### src/rtl/rr_mux_pkg.sv
// Shared types and helpers for the round-robin mux arbiter.
package rr_mux_pkg;

  typedef enum logic [0:0] {
    IDLE = 1'b0,
    BUSY = 1'b1
  } arb_state_t;

  // Width of an index into n requesters; never narrower than one bit.
  function automatic int idx_width(input int n);
    return (n <= 1) ? 1 : $clog2(n);
  endfunction

  // Round-robin successor of last, wrapping at n.
  function automatic int rr_next(input int last, input int n);
    return (last + 1) % n;
  endfunction

endpackage

### src/rtl/rr_mux_arbiter_pick.sv
// Rotating priority pick: first asserted request at or after start, with wrap.
module rr_pick
  import rr_mux_pkg::*;
#(
  parameter int N_REQ = 4,
  parameter int IDX_W = idx_width(N_REQ)
) (
  input  logic [N_REQ-1:0] req,
  input  logic [IDX_W-1:0] start,
  output logic [IDX_W-1:0] winner,
  output logic             any
);

  localparam logic [IDX_W:0] N_L = (IDX_W+1)'(N_REQ);

  logic [2*N_REQ-1:0] dbl;
  logic [N_REQ-1:0]   rot;
  logic [IDX_W-1:0]   k;
  logic [IDX_W:0]     sum;

  // Rotate so that bit 0 of rot is requester 'start'.
  always_comb begin
    dbl = {req, req} >> start;
    rot = dbl[N_REQ-1:0];
  end

  // Lowest-index priority encode on the rotated vector, then un-rotate.
  always_comb begin
    k = '0;
    for (int i = N_REQ - 1; i >= 0; i--) begin
      if (rot[i]) k = IDX_W'(i);
    end
    sum = {1'b0, start} + {1'b0, k};
    if (sum >= N_L) sum = sum - N_L;
    winner = sum[IDX_W-1:0];
    any    = |req;
  end

endmodule

### src/rtl/rr_mux_arbiter.sv
// Round-robin arbiter owning an N:1 mux; grant is locked for a whole packet.
module rr_mux_arbiter
  import rr_mux_pkg::*;
#(
  parameter int  N_REQ  = 4,
  parameter int  DATA_W = 8,
  localparam int IDX_W  = idx_width(N_REQ)
) (
  input  logic                    clk,
  input  logic                    reset,
  input  logic [N_REQ-1:0]        req_valid,
  input  logic [N_REQ-1:0]        req_last,
  input  logic [N_REQ*DATA_W-1:0] req_data,
  output logic [N_REQ-1:0]        req_ready,
  output logic                    out_valid,
  output logic                    out_last,
  output logic [DATA_W-1:0]       out_data,
  input  logic                    out_ready,
  output logic                    grant_valid,
  output logic [IDX_W-1:0]        grant_idx
);

  arb_state_t       state_q, state_d;
  logic [IDX_W-1:0] grant_idx_q, grant_idx_d;
  logic [IDX_W-1:0] last_grant_q, last_grant_d;
  logic [IDX_W-1:0] start, winner;
  logic             any_req;
  logic             beat_xfer;

  logic [DATA_W-1:0] data_arr [N_REQ];

  for (genvar i = 0; i < N_REQ; i++) begin : g_unpack
    assign data_arr[i] = req_data[i*DATA_W +: DATA_W];
  end

  assign start = IDX_W'(rr_next(int'(last_grant_q), N_REQ));

  rr_pick #(.N_REQ(N_REQ), .IDX_W(IDX_W)) u_pick (
    .req    (req_valid),
    .start  (start),
    .winner (winner),
    .any    (any_req)
  );

  assign grant_valid = (state_q == BUSY);
  assign grant_idx   = grant_idx_q;
  assign beat_xfer   = grant_valid && req_valid[grant_idx_q] && out_ready;

  // Steer the granted requester onto the downstream port; silent when idle.
  always_comb begin
    req_ready = '0;
    out_valid = 1'b0;
    out_last  = 1'b0;
    out_data  = '0;
    if (grant_valid) begin
      out_valid              = req_valid[grant_idx_q];
      out_last               = req_last[grant_idx_q];
      out_data               = data_arr[grant_idx_q];
      req_ready[grant_idx_q] = out_ready;
    end
  end

  // Arbitrate from IDLE; release the grant on the last beat of the packet.
  always_comb begin
    state_d      = state_q;
    grant_idx_d  = grant_idx_q;
    last_grant_d = last_grant_q;
    case (state_q)
      IDLE: begin
        if (any_req) begin
          grant_idx_d = winner;
          state_d     = BUSY;
        end
      end
      BUSY: begin
        if (beat_xfer && req_last[grant_idx_q]) begin
          last_grant_d = grant_idx_q;
          state_d      = IDLE;
        end
      end
      default: state_d = IDLE;
    endcase
  end

  // State registers; reset leaves requester 0 with first priority.
  always_ff @(posedge clk) begin
    if (reset) begin
      state_q      <= IDLE;
      grant_idx_q  <= '0;
      last_grant_q <= IDX_W'(N_REQ - 1);
    end else begin
      state_q      <= state_d;
      grant_idx_q  <= grant_idx_d;
      last_grant_q <= last_grant_d;
    end
  end

endmodule

### config.mk
export PLATFORM = sky130hd
export DESIGN_NAME = rr_mux_arbiter
export DESIGN_NICKNAME = d
export VERILOG_FILES = /design/src/rtl/rr_mux_pkg.sv /design/src/rtl/rr_mux_arbiter_pick.sv /design/src/rtl/rr_mux_arbiter.sv
export SDC_FILE = /design/constraint.sdc
export NUM_CORES = 1
export LEC_CHECK = 0
export ABC_AREA = 1
export BUFFER_PORTS_ARGS = -buffer_cell sky130_fd_sc_hd__buf_2
export CORE_MARGIN = 3
export CORE_UTILIZATION = 37
export DETAILED_ROUTE_END_ITERATION = 7
export GPL_ROUTABILITY_DRIVEN = 0
export HOLD_SLACK_MARGIN = 0.03
export PLACE_DENSITY = 0.75
export SLEW_MARGIN = 15
export SYNTH_ARGS = -nofsm -noshare
export SYNTH_HDL_FRONTEND = slang
export SYNTH_SLANG_ARGS = --single-unit
### constraint.sdc
create_clock -name clk -period 1.5 [get_ports clk]
set_input_delay 0.075 -clock clk [delete_from_list [all_inputs] [get_ports clk]]
set_output_delay 0.075 -clock clk [all_outputs]
set_load 0.005 [all_outputs]
# After elaboration in Yosys (flattened, before gate mapping)
# Cells that the tools add are included.
[totals]
output_inout_bits = 17
input_bits = 43
regBits = 5
[classes]
bitwise_logic = 3
n_addsub = 3
n_shift = 1
order_cmp = 4
mux = 21
n_reduce_logical = 7
[ops]
columns = ["cell", "count"]
rows = [
  ["two-way mux 8 bit", 3],
  ["binary-select mux 8 bit (select 2 bit)", 1],
  ["two-way mux 2 bit", 5],
  ["right shift 8 x 2 -> 4 bit", 1],
  ["two-way mux 1 bit", 7],
  [">= comparator 3 bit (second input constant)", 2],
  ["bitwise AND 4 bit", 1],
  ["binary-select mux 1 bit (select 2 bit)", 2],
  ["logical AND 1 bit", 4],
  ["two-way mux 4 bit", 1],
  ["AND reduction 2 bit", 2],
  ["OR reduction 4 bit", 1],
  ["adder 2 x 2 -> 3 bit", 1],
  ["less-than comparator 2 x 3 -> 1 bit (second input constant)", 1],
  ["NOT 2 -> 3 bit", 1],
  ["adder 2 x 1 -> 2 bit (second input constant)", 1],
  ["demux 1 bit (select 2 bit)", 1],
  [">= comparator 2 x 1 -> 1 bit (second input constant)", 1],
  ["one-hot mux 1 bit (2 select lines)", 1],
  ["subtractor 2 x 1 -> 2 bit (second input constant)", 1],
  ["NOT 1 bit", 1],
]

# Depth between registers and ports, before layout
# Gate-level depths: netlist of run 1.
[logic_depth]
word_depth = 9
mapped_depth = 14
depth_no_buf = 13

# Cells and area by module
# From an unflattened synthesis of run 1, not the netlist that was laid out.
[hier_totals]
hier_cells = 138
area_unflattened_um2 = 883.3
[by_module_without_submodules]
columns = ["mod", "area_each_um2", "seq_area_each_um2", "n_inst", "cells_each"]
rows = [
  ["rr_mux_arbiter", 715.7, 100.1, 1, 103],
  ["rr_pick", 167.7, 0.0, 1, 35],
]

# Worst setup path before layout of run 1
# No wires, ideal clock.
[synth_path]
path_type = "register -> register"
start = "register last_grant_q[0]"
end = "register grant_idx_q[1] (netlist: grant_idx[1])"
n_path_buf = 1
setup_slack_ns = -0.089
setup_ns = 0.122
t_arrival_ns = 1.468
path_stages_with_launch = 14
cell_sequence = "dfxtp_1 inv_2 buf_6 nand2_1 nand2_1 nand2_1 nand2_2 a31oi_1 nor2_1 ha_1 xor2_1 nand3_1 nand2_1 a21oi_2"
[synth_via]
elab_chain_cells = 9
[synth_rtl]
columns = ["element", "line_no", "text"]
rows = [
  ["from (decl)", "rr_mux_arbiter.sv:25", "logic [IDX_W-1:0] last_grant_q, last_grant_d;"],
  ["from (signal assigned)", "rr_mux_arbiter.sv:90", "last_grant_q <= IDX_W'(N_REQ - 1);"],
  ["from (signal assigned)", "rr_mux_arbiter.sv:94", "last_grant_q <= last_grant_d;"],
  ["adder 2 x 1 -> 2 bit *", "rr_mux_pkg.sv:16", "return (last + 1) % n;"],
  ["right shift 8 x 2 -> 4 bit", "rr_mux_arbiter_pick.sv:23", "dbl = {req, req} >> start;"],
  ["two-way mux 2 bit (4 in series)", "rr_mux_arbiter_pick.sv:31", "if (rot[i]) k = IDX_W'(i);"],
  ["adder 2 x 2 -> 3 bit *", "rr_mux_arbiter_pick.sv:33", "sum = {1'b0, start} + {1'b0, k};"],
  [">= comparator 3 bit or subtractor 2 x 1 -> 2 bit (tied branches)", "rr_mux_arbiter_pick.sv:34", "if (sum >= N_L) sum = sum - N_L;"],
  ["two-way mux 2 bit *", "rr_mux_arbiter_pick.sv:34", ""],
  ["to (signal assigned)", "rr_mux_arbiter.sv:93", "grant_idx_q <= grant_idx_d;"],
  ["to (decl)", "rr_mux_arbiter.sv:24", "logic [IDX_W-1:0] grant_idx_q, grant_idx_d;"],
]
# Mark *: on every way between the ends. The rest lies on a longest branch, timed or not.
# A chain may end at the register's enable or synchronous reset.

# Worst setup path after layout of run 1
# Same ends and word-level chain as after synthesis.

==> impl_metrics.csv, run 1 <==
group,metric,value,unit
power,powerDensity,675,nW/µm²
global_routing,track_usage,0.201,
routing,drtAntennaViolNets,0,
setup_path,crit_top_cell,"nand2_2",
yosys,ys.flop_type,"dfxtp_1",
floorplan,initial_utilization,0.412,
routing,drtPass1Iterations,4,
floorplan,io_pins,60,
timing,finClkSkew,0.00595,ns
yosys,async_flop_share,0,
run_status,run_status,"finished, violations left",
layout,drive_above_1_share,0.505,
cts,root_buffer,"clkbuf_4",
run,maxCapViolCount,0,
routing,viasPerCell,4.95,
power,total_power,0.908,mW
yosys,synth_seq_cells,5,
setup_path,cp-end-kind,"flip-flop",
placement,port_buffers,59,
global_routing,grt_pass1_vias,1104,
placement,dpl_cell_area,1210,µm²
cts,cts_buffers,3,
setup_path,cp_num_buf_inv,2,
setup_path,crit_slowest_cell,"dfxtp_4",
floorplan,coreArea,2060,µm²
setup_path,worst_setup_path_start_kind,"flip-flop",
yosys,yosys_warnings,0,
global_routing,grt_overflow,0,
timing,fin_hold_ws,0.268,ns
timing,period_share,1.12,
setup_path,crit_type,"flip-flop to flip-flop",
global_routing,antenna_found_initial,0,
yosys,syn_area_per_cell,5.94,µm²
placement,place_worst_setup_slack,-0.212,ns
timing,grt_setup_unrepaired,"yes",
routing,routedWlPerCell,11.8,µm
cts,cts_buffer_depth,2,
timing,fmax,596,MHz
cts,cts_sinks,5,
yosys,syn_inst,143,
yosys,synth_edf_count,0,
setup_path,crit_chain,"buf_6, nand2_2, nand2_2, nand2_2, nand2_2, a31oi_1, nor2_1, ha_2, xor2_2, inv_1, nand2_1, nand2_1, a21oi_2",
layout,finalNetCount,259,
layout,area_growth,58.3,%
yosys,syn-num-nets,187,
layout,antenna_cells,0,
timing,worst_pin_slew,0.309,ns
cts,path_clk_slew,0.05,ns
min_path,min_path_type,"input port to flip-flop",
placement,hpwl,2250,µm
routing,drt_wl_total,2840,µm
yosys,syn_area,850,µm²
cts,clk-insertion-delay-late,0.24,ns
setup_path,reg2reg_depth,13,
floorplan,die-height,53.9,µm
power,p_leak,0.755,nW
setup_path,r2r_end,"grant_idx[1]$_SDFFE_PP0P_",
setup_path,slowest_delay,0.40,ns
setup_path,r2r_slack,-0.18,ns
setup_path,crit_arrival,1.86,ns
yosys,ys_types,27,
setup_path,crit_end,"grant_idx[1]$_SDFFE_PP0P_",
timing,drv_slew,0,
setup_path,critPathRequiredTime,1.68,ns
run_status,violations,"setup timing",
yosys,ys_seq_area_frac,0.118,
setup_path,path_depth,13,
setup_path,cp_top_family,"simple AND/OR/NAND/NOR gates",
power,ir_drop,0.495,mV
global_routing,grt_pass1_wl,4480,µm
routing,vias,1192,
global_routing,grt_max_degree,12,
timing,fin_crit,1.68,ns
floorplan,fp.dieArea,2910,µm²
layout,stdcell_area,1350,µm²
timing,worst_slack,-0.179,ns
timing,finalSetupViolCount,2,
routing,remaining_drc_errors,0,
setup_path,reg2reg_from,"last_grant_q[0]$_SDFFE_PP1P_",
layout,fin_util,0.652,
cts,cts_tree,"yes",
setup_path,worstPathMaxFanout,8,
cts,ctsHtreeMaxLevel,1,
floorplan,rows,16,
setup_path,critPathLaunch,"last_grant_q[0]$_SDFFE_PP1P_",
floorplan,die_w,53.9,µm
timing,relSlewSlack,0.793,
timing,hold_viol_final,0,
routing,drtIter0Drc,26,
==> state kept, by name, indices dropped and copies added, names as in the netlist <==
signal	count
last_grant_q	2
grant_idx	2
grant_valid	1
==> worst min-delay path by stage <==
stage,end,slack [ns],from,depth (start not counted)
detailed placement,grant_valid$_SDFF_PP0_,0.26,reset,2
floorplan,grant_valid$_SDFF_PP0_,0.14,reset,1
global placement,grant_valid$_SDFF_PP0_,0.25,reset,2
global route,last_grant_q[1]$_SDFFE_PP1P_,0.31,req_last[1],5
CTS,last_grant_q[0]$_SDFFE_PP1P_,0.27,req_last[1],5
finish,last_grant_q[0]$_SDFFE_PP1P_,0.27,req_last[1],5
==> placed cells by master, fill, tap and decap left out, types with 2 or more instances in the layout <==
cell	Yosys	final
nand3_1	4	4
nor2_1	3	3
nor3_1	3	3
inv_1	10	10
dfxtp_2	0	2
nand2_1	65	57
nand2_4	2	3
nand2_2	5	12
buf_12	0	2
a21oi_1	3	3
inv_4	2	2
buf_4	1	7
o21ai_1	2	2
buf_2	0	59
dfxtp_1	5	2
clkbuf_4	0	3
nor2_8	2	2
buf_6	3	3
a22oi_1	8	8
nor2_4	2	2
a22oi_2	2	2
a31oi_1	9	9
nand4_1	2	2
inv_2	3	2
==> repair_timing <==
action                                  in CTS  in global routing
pin swaps                                    2                 17
hold buffers                                 1                  0
endpoints found under the setup margin      12                 12
setup buffers                                1                  3
hold endpoints to repair                     1                  0
cloned                                       0                  0
gates resized for setup                      7                 12
==> Yosys cell counts (3+ instances only) <==
library cell | n | share of area
a21oi_1 | 3 | 0.018
a22oi_1 | 8 | 0.071
a31oi_1 | 9 | 0.066
buf_6 | 3 | 0.040
dfxtp_1 | 5 | 0.12
inv_1 | 10 | 0.044
inv_2 | 3 | 0.013
nand2_1 | 65 | 0.29
nand2_2 | 5 | 0.037
nand3_1 | 4 | 0.024
nor2_1 | 3 | 0.013
nor3_1 | 3 | 0.018
==> metal layers <==
layer / GRT usage / wire [µm] / vias up
li1: - / - / 613
met1: 0.237 / 1140 / 527
met2: 0.381 / 1510 / 50
met3: 0.0194 / 170 / 2
met4: 0.0468 / 13 / 0
met5: 0 / 0 / -
==> stage by stage <==
stage	cells	TNS, ns
finish	241	-0.254
global route	241	-0.910
CTS	238	-0.226
detailed placement	232	-0.315
global placement	232	-0.121
floorplan	143	-0.0523
==> kinds of logic (layout without fill, tap and decap cells) <==
kind of cell,count (synthesis),in the layout,share of synthesized area
AND/OR/NAND/NOR,90,90,0.520
buffers and inverters,20,91,0.125
adder cells (fa/ha/maj),1,1,0.0147
AO/OA/AOI/OAI,26,26,0.212
flip-flops,5,5,0.118
XOR/XNOR,1,1,0.0103
==> where the power goes <==
part           total (mW)  switching (mW)  internal, mW
Clock               0.159          0.0583         0.101
Combinational       0.580           0.305         0.274
Sequential          0.169          0.0215         0.148
==> layout make-up <==
cell class	instances	area, µm²
clock buffer	4	26.3
timing repair buffer	72	432
tap	27	33.8
fill	205	717
multi-input combinational	118	678
inverter	15	68.8
sequential	5	106
==> worst reg2reg max path: stages, from the launching register on <==
cell,delay [ns]
dfxtp_4,0.40
buf_6,0.14
nand2_2,0.05
nand2_2,0.06
nand2_2,0.05
nand2_2,0.07
a31oi_1,0.08
nor2_1,0.13
ha_2,0.20
xor2_2,0.14
inv_1,0.05
nand2_1,0.05
nand2_1,0.06
a21oi_2,0.12
Power figures use the tool's default switching activity.
==> inputs of run 2 (changes only) <==
--- a/config.mk
+++ b/config.mk
@@ -12,8 +12,9 @@
 export DETAILED_ROUTE_END_ITERATION = 7
 export GPL_ROUTABILITY_DRIVEN = 0
 export HOLD_SLACK_MARGIN = 0.03
-export PLACE_DENSITY = 0.75
+export PLACE_DENSITY = 0.74
 export SLEW_MARGIN = 15
 export SYNTH_ARGS = -nofsm -noshare
 export SYNTH_HDL_FRONTEND = slang
+export SYNTH_HIERARCHICAL = 1
 export SYNTH_SLANG_ARGS = --single-unit
==> run 2 against run 1 <==
The run still ends with setup timing left. Sequential power decreased by 5%. Via count up 1.0%. Hold slack worse by 0.17 ns. Sequential cell count unchanged. Register-to-register slack got worse by 0.17 ns. Fmax decreased by 9.1%. Critical path type unchanged. Largest power group unchanged.
==> impl_metrics.csv, run 2 <==
group,metric,value,unit
cts,cts_tree,"yes",
yosys,synth_adder_area_share,0.0142,
layout,seqCellArea,108,µm²
routing,remaining_drc_errors,0,
floorplan,rows,17,
cts,root_buffer,"clkbuf_4",
routing,vias,1204,
power,ir_drop,0.558,mV
timing,worst_slack,-0.346,ns
global_routing,grt_max_degree,22,
run_status,run_status,"finished, violations left",
yosys,syn-num-nets,182,
layout,antenna_cells,0,
placement,hpwl,2140,µm
yosys,synth.most_common_cell,"nand3_1",
power,total_power,0.853,mW
timing,worst_pin_slew,0.496,ns
routing,viasPerCell,5.23,
yosys,yosys-top-cells-area,"nand3_1, nand2_1, a41oi_2",
global_routing,grt_overflow,0,
setup_path,crit_type,"flip-flop to flip-flop",
floorplan,initial_utilization,0.396,
yosys,yosys_warnings,6,
floorplan,coreArea,2230,µm²
layout,drive_above_1_share,0.540,
global_routing,use_met1,0.229,
cts,cts_buffer_depth,2,
yosys,syn_area_per_cell,6.40,µm²
layout,mostFrequentLayoutCell,"buf_2",
layout,final_cell_mix,"buf_2, nand3_1, nand2_1",
run,maxCapViolCount,0,
timing,fin_crit,1.85,ns
yosys,synth_top_family_by_area,"simple AND/OR/NAND/NOR gates",
floorplan,die-height,54.9,µm
timing,drv_slew,0,
routing,drtAntennaViolNets,0,
timing,finClkSkew,0.00166,ns
setup_path,crit_arrival,1.96,ns
yosys,ys.flop_type,"dfxtp_1",
yosys,synth_seq_cells,5,
setup_path,cp-end-kind,"flip-flop",
global_routing,grt_use_met3,0.0245,
power,p_leak,0.678,nW
yosys,ys_types,25,
global_routing,grt_use_met2,0.268,
yosys,syn_area,883,µm²
global_routing,track_usage,0.162,
floorplan,die_w,54.9,µm
yosys,synth_xor_area_frac,0.0198,
cts,cts_hold_buffers,0,
placement,port_buffers,59,
setup_path,critPathRequiredTime,1.61,ns
timing,fmax,542,MHz
yosys,synth_edf_count,0,
timing,period_share,1.23,
min_path,min_path_type,"input port to flip-flop",
yosys,async_flop_share,0,
timing,grt_setup_unrepaired,"yes",
yosys,synth_compound_area_frac,0.187,
layout,area_growth,50.4,%
routing,drtPass1Iterations,4,
timing,fin_hold_ws,0.0950,ns
cts,clk-insertion-delay-late,0.24,ns
yosys,yosys.area_share.simple,0.514,
cts,ctsHtreeMaxLevel,1,
run_status,violations,"setup timing",
yosys,syn_inst,138,
global_routing,antenna_found_initial,0,
layout,fill_cells,211,
layout,multi_input_area,732,µm²
cts,cts_sinks,5,
floorplan,io_pins,60,
floorplan,fp.dieArea,3010,µm²
layout,finalNetCount,247,
yosys,synth_commonest_cells,"nand3_1, nand2_1, inv_1",
setup_path,worst_setup_path_start_kind,"flip-flop",
routing,routedWlPerCell,12.0,µm
yosys,yosys.area.top_type_share,0.249,
yosys,ys_seq_area_frac,0.113,
yosys,synth_area_leader_cell,"nand3_1",
timing,hold_viol_final,0,
global_routing,grt_most_used_layer,"met2",
cts,path_clk_slew,0.04,ns
routing,drtIter0Drc,26,
setup_path,worstPathMaxFanout,6,
timing,relSlewSlack,0.669,
cts,cts_buffers,3,
power,powerDensity,642,nW/µm²
timing,finalSetupViolCount,2,
global_routing,grt_pass1_vias,858,
yosys,synthMuxAreaShare,0,
routing,drt_wl_total,2760,µm
global_routing,grt_pass1_wl,3680,µm
[run 2: timing repair]
| item | 4_1_cts | 5_1_grt |
|---|---|---|
| pin swaps | 6 | 1 |
| buffers inserted | 1 | 2 |
| gates resized for setup | 8 | 7 |
| setup endpoints to repair | 2 | 7 |
[run 2: stage by stage]
| stage | setup TNS [ns] | util | instance area [µm²] | setup WS [ns] | instances |
|---|---|---|---|---|---|
| detailed placement | -0.522 | 0.545 | 1220 | -0.377 | 223 |
| finish | -0.412 | 0.595 | 1330 | -0.346 | 230 |
| global placement | -0.371 | 0.545 | 1220 | -0.285 | 223 |
| global route | -0.600 | 0.595 | 1330 | -0.454 | 230 |
| CTS | -0.341 | 0.579 | 1290 | -0.301 | 228 |
| floorplan | -0.268 | - | 920 | -0.225 | 138 |
[run 2: layer usage]
metal	routed length, µm	share of wire
met5	0	0
met4	0	0
met3	136	0.049
met2	1400	0.51
met1	1220	0.44
[run 2: path summary, 6_finish.rpt]
kind	from	end	slack (ns)	depth (start not counted)
worst min register to register	last_grant_q[1]$_SDFFE_PP1P_	last_grant_q[1]$_SDFFE_PP1P_	0.51	2
worst max register to register	last_grant_q[0]$_SDFFE_PP1P_	grant_idx[1]$_SDFFE_PP0P_	-0.35	12
worst min-delay path	reset	grant_valid$_SDFF_PP0_	0.09	4
worst max-delay path	last_grant_q[0]$_SDFFE_PP1P_	grant_idx[1]$_SDFFE_PP0P_	-0.35	12
[run 2: report_power, final]
| part | switching, mW | internal (mW) | total, mW |
|---|---|---|---|
| clock | 0.0497 | 0.100 | 0.150 |
| combinational | 0.308 | 0.235 | 0.543 |
| sequential | 0.0150 | 0.145 | 0.160 |
[run 2: layout make-up]
cell class / count / share of cell area
Sequential cell: 5 / 0.0810
Tap cell: 28 / 0.0264
Inverter: 13 / 0.0405
Clock buffer: 4 / 0.0198
Timing Repair Buffer: 69 / 0.282
Multi-Input combinational cell: 111 / 0.551
[run 2: kinds of logic (layout without fill, tap and decap cells)]
group                    count (synthesis)  in the layout
flip-flops                               5              5
AND/OR/NAND/NOR                         92             92
adder cells (fa/ha/maj)                  1              1
XOR/XNOR                                 2              2
buffers and inverters                   22             86
AO/OA/AOI/OAI                           16             16
[run 2: worst max-delay path, cell delays in order (launching register included)]
cell and delay (ns):
dfxtp_4 0.38, xor2_4 0.24, inv_2 0.11, nand3_2 0.08
nand2_1 0.07, a21boi_2 0.17, ha_4 0.16, xor2_2 0.17
inv_1 0.07, nand3_2 0.05, nand2_1 0.05, o21ai_1 0.11
a21oi_1 0.05
